[src/rtl/div_pkg.sv]
// Shared types and helpers for the iterative signed divider.
// Latency: n/a (declarations only).
// Backpressure: n/a.
package div_pkg;

  typedef enum logic [1:0] {
    IDLE = 2'd0,
    CALC = 2'd1,
    FIX  = 2'd2
  } state_t;

  localparam int DIV_WIDTH_DEF = 64;

  // Width of a counter that must hold the value 'width' itself.
  function automatic int cnt_w(input int width);
    return $clog2(width + 1);
  endfunction

endpackage

[src/rtl/div_step.sv]
// One restoring-division step: shift {rem,quo} left and trial-subtract the divisor.
// Latency: combinational.
// Backpressure: none; evaluated every cycle, used only while the divider is in CALC.
module div_step
  import div_pkg::*;
#(
  parameter int WIDTH = DIV_WIDTH_DEF
) (
  input  logic [WIDTH-1:0] rem,
  input  logic [WIDTH-1:0] quo,
  input  logic [WIDTH-1:0] dvsr,
  output logic [WIDTH-1:0] rem_next,
  output logic [WIDTH-1:0] quo_next
);

  // The shifted partial remainder is WIDTH+1 bits; since rem < dvsr the true
  // difference always fits, so bit WIDTH is exactly the "negative" flag.
  logic [WIDTH:0] trial;

  // Restore (keep shifted rem) on a negative trial, otherwise take the difference.
  always_comb begin
    trial = {rem, quo[WIDTH-1]} - {1'b0, dvsr};
    if (trial[WIDTH]) begin
      rem_next = {rem[WIDTH-2:0], quo[WIDTH-1]};
      quo_next = {quo[WIDTH-2:0], 1'b0};
    end else begin
      rem_next = trial[WIDTH-1:0];
      quo_next = {quo[WIDTH-2:0], 1'b1};
    end
  end

endmodule

[src/rtl/seq_divider.sv]
// Iterative signed divider (quotient + remainder), one restoring bit per clock; optional DIV_SIGNED_SEL_EN adds is_signed.
// Latency: done after WIDTH+1 edges from the accepting edge; divide-by-zero / overflow after 1 edge.
// Backpressure: start is ignored while busy (no queuing); caller stalls on busy and collects on the done pulse.
module seq_divider
  import div_pkg::*;
#(
  parameter int WIDTH = DIV_WIDTH_DEF
) (
  input  logic             clk,
  input  logic             rst_n,
  input  logic             start,
`ifdef DIV_SIGNED_SEL_EN
  input  logic             is_signed,
`endif
  input  logic [WIDTH-1:0] dividend,
  input  logic [WIDTH-1:0] divisor,
  output logic [WIDTH-1:0] quotient,
  output logic [WIDTH-1:0] remainder,
  output logic             busy,
  output logic             done,
  output logic             div_by_zero,
  output logic             overflow
);

  localparam int CW = cnt_w(WIDTH);
  localparam logic [WIDTH-1:0] MOST_NEG = {1'b1, {(WIDTH-1){1'b0}}};

  state_t           state, state_next;
  logic [CW-1:0]    cnt;
  logic [WIDTH-1:0] rem, quo, dvsr;
  logic [WIDTH-1:0] rem_step, quo_step;
  logic             neg_q, neg_r;

  logic             sgn;
  logic             dvd_neg, dvs_neg;
  logic [WIDTH-1:0] dvd_mag, dvs_mag;
  logic             is_zero, is_ovf;

`ifdef DIV_SIGNED_SEL_EN
  assign sgn = is_signed;
`else
  assign sgn = 1'b1;
`endif

  // Operand classification and magnitudes, used only on the accepting edge.
  // The most-negative value maps onto itself, which is its correct unsigned magnitude.
  assign dvd_neg = sgn & dividend[WIDTH-1];
  assign dvs_neg = sgn & divisor[WIDTH-1];
  assign dvd_mag = dvd_neg ? (~dividend + 1'b1) : dividend;
  assign dvs_mag = dvs_neg ? (~divisor + 1'b1) : divisor;
  assign is_zero = (divisor == '0);
  assign is_ovf  = sgn && (dividend == MOST_NEG) && (divisor == '1);

  div_step #(.WIDTH(WIDTH)) u_step (
    .rem      (rem),
    .quo      (quo),
    .dvsr     (dvsr),
    .rem_next (rem_step),
    .quo_next (quo_step)
  );

  // State register.
  always_ff @(posedge clk or negedge rst_n) begin
    if (!rst_n) state <= IDLE;
    else        state <= state_next;
  end

  // Next-state: special operands skip the iteration and go straight to FIX.
  always_comb begin
    state_next = state;
    case (state)
      IDLE: if (start) state_next = (is_zero || is_ovf) ? FIX : CALC;
      CALC: if (cnt == CW'(1)) state_next = FIX;
      FIX:  state_next = IDLE;
      default: state_next = IDLE;
    endcase
  end

  // Datapath and registered outputs.
  always_ff @(posedge clk or negedge rst_n) begin
    if (!rst_n) begin
      cnt         <= '0;
      rem         <= '0;
      quo         <= '0;
      dvsr        <= '0;
      neg_q       <= 1'b0;
      neg_r       <= 1'b0;
      quotient    <= '0;
      remainder   <= '0;
      busy        <= 1'b0;
      done        <= 1'b0;
      div_by_zero <= 1'b0;
      overflow    <= 1'b0;
    end else begin
      done <= 1'b0;
      case (state)
        IDLE: begin
          if (start) begin
            busy        <= 1'b1;
            div_by_zero <= is_zero;
            overflow    <= is_ovf && !is_zero;
            dvsr        <= dvs_mag;
            cnt         <= CW'(WIDTH);
            if (is_zero) begin
              // Final values preloaded; FIX must not re-sign them.
              quo   <= '1;
              rem   <= dividend;
              neg_q <= 1'b0;
              neg_r <= 1'b0;
            end else if (is_ovf) begin
              quo   <= dividend;
              rem   <= '0;
              neg_q <= 1'b0;
              neg_r <= 1'b0;
            end else begin
              quo   <= dvd_mag;
              rem   <= '0;
              neg_q <= dvd_neg ^ dvs_neg;
              neg_r <= dvd_neg;
            end
          end
        end
        CALC: begin
          rem <= rem_step;
          quo <= quo_step;
          cnt <= cnt - 1'b1;
        end
        FIX: begin
          // Truncating division: quotient sign from operand signs, remainder follows dividend.
          quotient  <= neg_q ? (~quo + 1'b1) : quo;
          remainder <= neg_r ? (~rem + 1'b1) : rem;
          done      <= 1'b1;
          busy      <= 1'b0;
        end
        default: ;
      endcase
    end
  end

endmodule
[config.mk]
export PLATFORM = sky130hd
export DESIGN_NAME = seq_divider
export DESIGN_NICKNAME = d
export VERILOG_FILES = /design/src/rtl/div_pkg.sv /design/src/rtl/div_step.sv /design/src/rtl/seq_divider.sv
export SDC_FILE = /design/constraint.sdc
export NUM_CORES = 1
export LEC_CHECK = 0
export CORE_MARGIN = 5
export CORE_UTILIZATION = 44
export CTS_CLUSTER_DIAMETER = 50
export CTS_CLUSTER_SIZE = 28
export DETAILED_ROUTE_END_ITERATION = 10
export PLACE_DENSITY_LB_ADDON = 0.08
export SLEW_MARGIN = 30
export SYNTH_ARGS = -nofsm -noshare
export SYNTH_HDL_FRONTEND = slang
export SYNTH_SLANG_ARGS = --single-unit
[constraint.sdc]
create_clock -name clk -period 12.3 [get_ports clk]
set_clock_uncertainty 0.2 [all_clocks]
set_input_delay 3.075 -clock clk [delete_from_list [all_inputs] [get_ports clk]]
set_output_delay 3.075 -clock clk [all_outputs]
set_load 0.1 [all_outputs]
==> metrics.yaml, run 1 <==
cts:
  cts.sinks: 335
  ctsHoldBuffers: 0
  clk_pin_slew_ns: 0.06
  ctsLongestPathBuffers: 3
  ctsResizeCount: 0
  cts_setup_buffers: 0
  cts_inserted_buffers: 41
  tritoncts: "done"
  worstSkewPairLatency_ns: 0.58
  cts-root-buf: "clkbuf_16"
  htree_levels: 2
synthesis:
  syn_inst: 2786
  synth_cell_types: 73
  synth_flop_cell: "dfrtp_1"
  ys_ff_latch: 335
  yosysSeqAreaShare_pct: 36.29
  syn-mean-instance-area_um2: 8.291
  synth-async-reset-ratio_pct: 100.0
  yosys_warnings: 0
  syn_nets: 2989
  synth_edf_count: 0
  syn_area_mm2: 0.02310
die:
  dieArea_mm2: 0.05718
  dieWidth_um: 239.1
  coreArea_mm2: 0.05224
  die_h_um: 239.1
  ios: 263
  initial_core_util_pct: 44.22
  rows: 84
setup_path:
  worst_r2r_path_depth: 15
  regToRegEndpoint: "rem[9]$_DFFE_PN0P_"
  regToRegSetupSlack_ns: 6.89
  critPathSlowestCell: "nor2_1"
  cp_max_fo: 14
  required_ns: 12.58
  startpoint_type: "input pin"
  crit_arrival_ns: 7.51
  critical-path-max-stage-delay_ns: 0.85
  path_cells: "clkdlybuf4s50_1 > or4_1 > or3_1 > or3_1 > or2_2 > nor2_1 > nand4_1 > nor2_1 > buf_4 > a22oi_1 > o21ai_0"
  r2r_start: "quo[63]$_DFFE_PN0P_"
  criticalPathCategory: "in2reg"
  critPathCaptureType: "flop"
global_routing:
  antenna_found_initial: 3
  grt_pass1_vias: 19770
  met2_usage_pct: 37.88
  grt-ovfl-total: 0
  grt.busiest_layer: "met1"
  grt_max_degree: 170
  grt_pass1_wl_um: 117200
  grt_usage_pct: 25.80
  grt_use_met1_pct: 40.75
  met3_usage_pct: 3.230
place:
  hpwlAfterDp_um: 58260
  port_buffers: 262
  place_congestion: 0.9202
layout:
  num-fill-cells: 5056
  fin_nets: 3148
  final_cell_mix: "421 x nand2_1, 398 x o21ai_0, 333 x dfrtp_1"
  drive_above_1_share_pct: 5.647
  syn2layout_area_growth_pct: 19.61
  final_common_cell: "nand2_1"
sta:
  clock.fmax_ghz: 0.1382
  fin_tns_setup_ns: 0
  tightest_slew_ns: 1.042
  relSlewSlack_pct: 30.34
  worst_hold_slack_ns: 0.2755
  slew_violations: 0
  setup_violations: 0
  rsz0062_at_grt: "no"
  hold_violations: 0
  min_period_ns: 7.237
  post-route-period-util_pct: 58.84
min_path:
  hp-start: "remainder[19]$_DFFE_PN0P_"
  hold_path_depth: 2
  min_path_type: "reg2reg"
  min_to: "remainder[19]$_DFFE_PN0P_"
drt:
  route.detailed.drc: 0
  first_pass_iters: 7
  viasPerCell: 5.745
  ant_nets: 0
  vias: 21050
  drt_wl_total_um: 76450
  drtIter0Drc: 1678
  post_drt_wl_per_cell_um: 20.86
job:
  cap_violations: 0
run_status:
  outcome: "completed"
per-stage QoR:
| step | setup slack, ns | util [%] | instances | area, µm² |
|---|---|---|---|---|
| after detailed placement | 4.581 | 50.05 | 3589 | 26140 |
| after global routing | 4.828 | 52.90 | 3664 | 27630 |
| after CTS | 5.163 | 52.81 | 3662 | 27590 |
| after floorplan | 6.072 | - | 2786 | 23100 |
| after global placement | 4.737 | 50.09 | 3589 | 26170 |
| final | 5.063 | 52.90 | 3664 | 27630 |
cells in the mapped netlist, types with 8 or more instances:
master	number	area, µm²
mux2_2	22	247.7
nand3_1	41	205.2
nor2_1	111	416.7
o21a_1	38	285.3
a211oi_1	10	75.07
nand2b_1	18	112.6
o22ai_1	66	412.9
or2_2	10	62.56
a31oi_1	17	106.4
or3_1	46	287.8
dfrtp_1	335	8383
o31ai_1	78	585.6
xnor2_1	109	954.7
a21o_1	44	330.3
buf_1	8	30.03
mux2i_1	34	340.3
a221oi_1	15	131.4
a21oi_1	119	595.6
nor4_1	20	125.1
o41ai_1	43	376.6
and2_1	10	62.56
ha_1	71	888.4
o21ai_1	8	40.04
inv_1	97	364.1
nand4_1	36	225.2
xor2_1	190	1664
and3_1	19	118.9
clkbuf_1	156	585.6
or4_1	31	232.7
nor3_1	45	225.2
nand2_1	424	1592
o21bai_1	9	67.56
a22oi_1	11	82.58
o21ai_0	398	1992
area by class of cell:
type	count	area, µm²	area share, %
repair buffers	283	2793	10.11
well taps	688	860.8	3.116
multi-input cells	2187	13780	49.86
flip-flops and latches	335	8388	30.36
diodes	1	2.502	0.009057
clock inverters	24	347.8	1.259
inverters	97	366.6	1.327
clock buffers	49	1096	3.967
registers in the layout, summed over array words and instances, names as in the netlist, 2 cells and up:
name and cells:
cnt 7, quotient 64, state 2, quo 64, remainder 64, rem 64
dvsr 64
cells by family after synthesis:
family | count (synthesis) | synth area share [%]
xor gates and xnor gates | 299 | 11.34
buffers and inverters | 264 | 4.360
muxes | 56 | 2.546
and+or+nand+nor | 851 | 17.34
AOI/OAI and AO/OA | 909 | 24.20
DFF | 335 | 36.29
adders and majority gates | 72 | 3.932
per-layer routing:
| layer | up-vias | share of wire [%] |
|---|---|---|
| li1 | 10350 | - |
| met1 | 9942 | 50 |
| met2 | 665 | 42 |
| met3 | 87 | 6.2 |
| met4 | 2 | 2.0 |
| met5 | - | 0.017 |
worst max path at each step:
| stage | startpoint | end | slack (ns) | cells after the start |
|---|---|---|---|---|
| after floorplan | divisor[3] | rem[16]$_DFFE_PN0P_ | 6.07 | 11 |
| after global placement | dividend[20] | quo[52]$_DFFE_PN0P_ | 4.74 | 12 |
| after detailed placement | divisor[3] | rem[9]$_DFFE_PN0P_ | 4.58 | 11 |
| after CTS | divisor[3] | rem[9]$_DFFE_PN0P_ | 5.16 | 11 |
| after global routing | divisor[3] | rem[9]$_DFFE_PN0P_ | 4.83 | 11 |
| final | divisor[3] | rem[9]$_DFFE_PN0P_ | 5.06 | 11 |
worst max-delay path: cells and delay by family:
| family | cells | cell delay, ns |
|---|---|---|
| AND/OR/NAND/NOR | 7 | 3.26 |
| AO/OA/AOI/OAI | 2 | 0.30 |
| buffers and inverters | 2 | 0.87 |
Power of run 1 is left out: the tool's default activity adds up to more than one toggle a clock period on the data nets, which glitch-free logic cannot reach.
==> run 2: changes to the inputs <==
Clock period 12.3 ns to 6.76 ns, I/O delays scaled along.
==> run 2 against run 1 <==
- cell count rose by 0.16%
- clock-buffer cell count up 2
- core utilization about the same
- die area unchanged
- register-to-register slack worse by 5.4 ns
- critical path type unchanged
- critical endpoint is now quo[63]$_DFFE_PN0P_
==> metrics.yaml, run 2 (same netlist as run 1, synthesis figures left out) <==
min_path:
  hp-start: "quotient[47]$_DFFE_PN0P_"
  min_path_type: "reg2reg"
  hold_path_depth: 2  # unchanged
  min_to: "quotient[47]$_DFFE_PN0P_"
sta:
  tightest_slew_ns: 1.040  # -0.001285 ns
  slew_violations: 0  # unchanged
  relSlewSlack_pct: 30.43  # +0.086 points
  rsz0062_at_grt: "no"
  post-route-period-util_pct: 78.96
  clock.fmax_ghz: 0.1873
  setup_violations: 0  # unchanged
  hold_violations: 0  # unchanged
  fin_tns_setup_ns: 0  # unchanged
  min_period_ns: 5.338
setup_path:
  critPathSlowestCell: "or4_1"
  r2r_start: "quo[63]$_DFFE_PN0P_"
  cp_max_fo: 64  # +50
  critPathCaptureType: "flop"
  path_cells: "clkdlybuf4s50_1 > or4_1 > or3_1 > or3_1 > or2_2 > nor2_1 > nand4_1 > nand2_2 > buf_12 > o22ai_1 > o31ai_1"
  critPathMostFrequentCell: "or3_1"
  startpoint_type: "input pin"
  critical-path-max-stage-delay_ns: 0.59  # -0.26 ns
  worst-path-buf-inv: 2  # unchanged
  worst_r2r_path_depth: 15  # unchanged
  regToRegEndpoint: "rem[47]$_DFFE_PN0P_"
  criticalPathCategory: "in2reg"
  crit_family: "simple AND/OR/NAND/NOR gates"
  crit_arrival_ns: 5.60  # -1.91 ns
  regToRegSetupSlack_ns: 1.44  # -5.45 ns
  required_ns: 7.02  # -5.56 ns
drt:
  drt_wl_total_um: 75620  # -1.1%
  route.detailed.drc: 0  # unchanged
  vias: 21150  # +0.49%
  drtIter0Drc: 1669  # -0.54%
  first_pass_iters: 6  # -1
  viasPerCell: 5.764  # +0.33%
  post_drt_wl_per_cell_um: 20.61  # -1.2%
  ant_nets: 0  # unchanged
cts:
  tritoncts: "done"
  cts_setup_buffers: 0  # unchanged
  ctsResizeCount: 0  # unchanged
  htree_levels: 2  # unchanged
  ctsLongestPathBuffers: 3  # unchanged
  worstSkewPairLatency_ns: 0.57  # about the same
  clk_pin_slew_ns: 0.06  # about the same
  cts_inserted_buffers: 39  # -4.9%
  cts.sinks: 335  # unchanged
  ctsHoldBuffers: 0  # unchanged
  cts-root-buf: "clkbuf_16"
place:
  place_inst: 3596  # +0.20%
  hpwlAfterDp_um: 58190  # -0.12%
  place_congestion: 0.9217  # +0.16%
  place_area_mm2: 0.02627  # +0.48%
  port_buffers: 262  # unchanged
die:
  coreArea_mm2: 0.05224  # unchanged
  dieArea_mm2: 0.05718  # unchanged
  die_h_um: 239.1  # unchanged
  initial_core_util_pct: 44.22  # unchanged
  dieWidth_um: 239.1  # unchanged
  rows: 84  # unchanged
  ios: 263  # unchanged
run_status:
  outcome: "completed"
layout:
  stdcell_count: 3670  # +0.16%
  multi_input_area_mm2: 0.01378  # about the same
  drive_above_1_share_pct: 5.776  # +0.13 points
  final_cell_mix: "421 x nand2_1, 398 x o21ai_0, 333 x dfrtp_1"
  stdcell_area_mm2: 0.02763  # about the same
  syn2layout_area_growth_pct: 19.60  # about the same
  num-fill-cells: 5010  # -0.91%
  regArea_mm2: 0.008388  # unchanged
  final_common_cell: "nand2_1"
  fin_nets: 3152  # +0.13%
job:
  cap_violations: 0  # unchanged
global_routing:
  grt-ovfl-total: 0  # unchanged
  grt_pass1_vias: 19940  # +0.88%
  grt_max_degree: 144  # -15%
  grt_pass1_wl_um: 117500  # +0.24%
  grt_usage_pct: 25.69  # -0.11 points
  antenna_found_initial: 4  # +1
## run 2: cell count changes in the layout (fill, tap and decap cells not counted), moves of 3 or more
cell / delta
bufinv_16: -4
clkbuf_8: +4
buf_4: +5
clkinv_4: -4
buf_12: +6
diode_2: +3
buf_6: -4
clkinvlp_4: +3
## run 2: worst reg2reg max path: cells and delay by family, from the launching register on
kind | cells | cell delay [ns]
AO/OA/AOI/OAI | 8 | 2.28
adder cells (fa/ha/maj) | 2 | 0.70
buffers and inverters | 2 | 0.49
flip-flops | 1 | 0.36
AND/OR/NAND/NOR | 3 | 1.23
## run 2: how the worst max path moves through the flow
stage,startpoint,end,slack [ns],cells after the start
6_report,divisor[3],quo[63]$_DFFE_PN0P_,1.42,11
5_1_grt,quo[63]$_DFFE_PN0P_,rem[28]$_DFFE_PN0P_,1.11,15
4_1_cts,quo[63]$_DFFE_PN0P_,rem[47]$_DFFE_PN0P_,1.46,15
3_5_place_dp,divisor[3],quo[63]$_DFFE_PN0P_,0.87,11
3_3_place_gp,divisor[3],rem[50]$_DFFE_PN0P_,0.89,13
2_1_floorplan,divisor[3],rem[28]$_DFFE_PN0P_,1.92,11
## run 2: final cells by class
type	count	area share (%)
Antenna cell	4	0.03623
Clock buffer	51	4.063
Clock inverter	19	0.7971
Inverter	97	1.318
Multi-Input combinational cell	2187	49.89
Sequential cell	335	30.36
Tap cell	688	3.116
Timing Repair Buffer	289	10.42
## run 2: per-stage QoR
| stage | utilization [%] | setup WS (ns) | hold slack [ns] |
|---|---|---|---|
| after CTS | 52.86 | 1.460 | 0.2793 |
| after detailed placement | 50.29 | 0.8695 | 0.2656 |
| final | 52.89 | 1.422 | 0.2729 |
| after global routing | 52.87 | 1.106 | 0.2920 |
| after floorplan | - | 1.917 | 0.2469 |
| after global placement | 50.34 | 0.8860 | 0.2602 |
## run 2: per-layer routing
layer / GRT usage [%] / up-vias / share of wire (%)
met5: 0 / - / 0.017
met4: 6.986 / 2 / 2.7
met3: 3.438 / 118 / 6.6
met2: 36.69 / 698 / 41
met1: 40.64 / 9950 / 50
li1: - / 10390 / -
Power of run 2 is left out for the same reason.
==> run 3: changes to the inputs <==
Clock period 6.76 ns to 5.15 ns, I/O delays scaled along.
==> run 3 against run 2 <==
- core utilization increased by 1.0 points
- critical path depth is 5 higher
- cell count rose by 1.7%
- routed wire length grew 0.82%
- hold slack better by 0.0020 ns
- critical path type is now reg2reg
- critical endpoint is now rem[44]$_DFFE_PN0P_
- largest cell class unchanged
==> metrics.yaml, run 3 (same netlist as run 1, synthesis figures left out) <==
run_status:
  outcome: "completed"
drt:
  first_pass_iters: 5  # -1
  route.detailed.drc: 0  # unchanged
  ant_nets: 0  # unchanged
  drt_wl_total_um: 76240  # +0.82%
  post_drt_wl_per_cell_um: 20.42  # -0.88%
  viasPerCell: 5.730  # -0.60%
  drtIter0Drc: 1723  # +3.2%
  vias: 21390  # +1.1%
sta:
  relSlewSlack_pct: 30.67  # +0.24 points
  hold_violations: 0  # unchanged
  fin_tns_setup_ns: 0  # unchanged
  tightest_slew_ns: 1.037  # -0.003635 ns
  slew_violations: 0  # unchanged
  min_period_ns: 4.845
  setup_violations: 0  # unchanged
  post-route-period-util_pct: 94.07
  rsz0062_at_grt: "no"
  clock.fmax_ghz: 0.2064
layout:
  syn2layout_area_growth_pct: 21.92
  fin_nets: 3221  # +2.2%
  final_cell_mix: "421 x nand2_1, 398 x o21ai_0, 333 x dfrtp_1"
  num-fill-cells: 4916  # -1.9%
  final_common_cell: "nand2_1"
  drive_above_1_share_pct: 7.917  # +2.1 points
setup_path:
  startpoint_type: "flop"
  r2r_start: "quo[63]$_DFFE_PN0P_"
  critPathCaptureType: "flop"
  worst_r2r_path_depth: 16  # +1
  crit_arrival_ns: 5.08  # -0.52 ns
  regToRegSetupSlack_ns: 0.31  # -1.13 ns
  critPathLaunch: "quo[63]$_DFFE_PN0P_"
  required_ns: 5.38  # -1.64 ns
  cp_max_fo: 39  # -39%
  criticalPathCategory: "reg2reg"
cts:
  clk_pin_slew_ns: 0.06  # about the same
  tritoncts: "done"
  ctsHoldBuffers: 0  # unchanged
  htree_levels: 2  # unchanged
  cts-root-buf: "clkbuf_16"
  worstSkewPairLatency_ns: 0.57  # about the same
  ctsLongestPathBuffers: 3  # unchanged
  cts_setup_buffers: 0  # unchanged
  cts.sinks: 335  # unchanged
  cts_inserted_buffers: 38  # -2.6%
die:
  initial_core_util_pct: 44.22  # unchanged
  ios: 263  # unchanged
  rows: 84  # unchanged
  coreArea_mm2: 0.05224  # unchanged
  die_h_um: 239.1  # unchanged
  dieWidth_um: 239.1  # unchanged
  dieArea_mm2: 0.05718  # unchanged
min_path:
  min_path_type: "reg2reg"
  hp-start: "remainder[15]$_DFFE_PN0P_"
  hold_path_depth: 2  # unchanged
global_routing:
  antenna_found_initial: 0  # -4
  grt-ovfl-total: 0  # unchanged
  grt_pass1_wl_um: 117900  # +0.39%
  grt_max_degree: 122  # -15%
  grt_pass1_vias: 20070  # +0.65%
  grt_usage_pct: 25.82  # +0.14 points
place:
  hpwlAfterDp_um: 60090  # +3.3%
  place_congestion: 0.9364  # +1.6%
  port_buffers: 262  # unchanged
job:
  cap_violations: 0  # unchanged
[run 3: cell type report]
| type | instances | area, µm² | area share, % |
|---|---|---|---|
| Inverter | 97 | 364.1 | 1.293 |
| Multi-Input combinational cell | 2187 | 13760 | 48.85 |
| Clock inverter | 17 | 237.7 | 0.8441 |
| Tap cell | 688 | 860.8 | 3.057 |
| Timing Repair Buffer | 359 | 3458 | 12.28 |
| Clock buffer | 49 | 1094 | 3.883 |
| Antenna cell | 1 | 2.502 | 0.008885 |
| Sequential cell | 335 | 8388 | 29.78 |
[run 3: repair_timing]
action	4_1_cts	5_1_grt
setup endpoints to repair	0	7
hold endpoints to repair	0	0
gates resized for setup	0	1
[run 3: worst max-delay path, cell delays in order, from the launching register on]
cell and delay, ns:
dfrtp_1 0.35, inv_1 0.15, ha_1 0.27, fa_1 0.40, nand2b_1 0.18, a21oi_1 0.25, o31a_1 0.23, a22oi_1 0.19
a311o_1 0.46, a21boi_1 0.31, nor4_1 0.11, buf_4 0.17, nor4_2 0.42, buf_12 0.30, mux2_2 0.37, a221oi_1 0.27
nor2_1 0.07
[run 3: worst paths after layout]
check / to
setup / recovery: rem[44]$_DFFE_PN0P_
hold / removal: remainder[15]$_DFFE_PN0P_
setup reg to reg: rem[44]$_DFFE_PN0P_
hold reg to reg: remainder[15]$_DFFE_PN0P_
max in group asynchronous: dvsr[33]$_DFFE_PN0P_
min in group asynchronous: quotient[11]$_DFFE_PN0P_
[run 3: routing by layer]
layer  GRT usage [%]  part of all wire (%)  up-vias
li1                -                     -    10500
met1           40.66                    50    10160
met2           37.74                    42      644
met3           3.265                   6.0       92
met4           5.966                   2.2        0
met5               0                     0        -
[run 3: stage by stage]
step                cell area, µm²  hold WS (ns)  utilization (%)  setup slack [ns]  instances
finish                       28160        0.2749            53.92            0.3054       3733
global route                 28160        0.2997            53.91           0.01246       3732
CTS                          28130        0.2817            53.85            0.2313       3731
detailed placement           26800        0.2696            51.31            0.1889       3665
global placement             26830        0.2633            51.36            0.1913       3664
floorplan                    23100        0.2469                -            0.6904       2786
Power of run 3 is left out for the same reason.
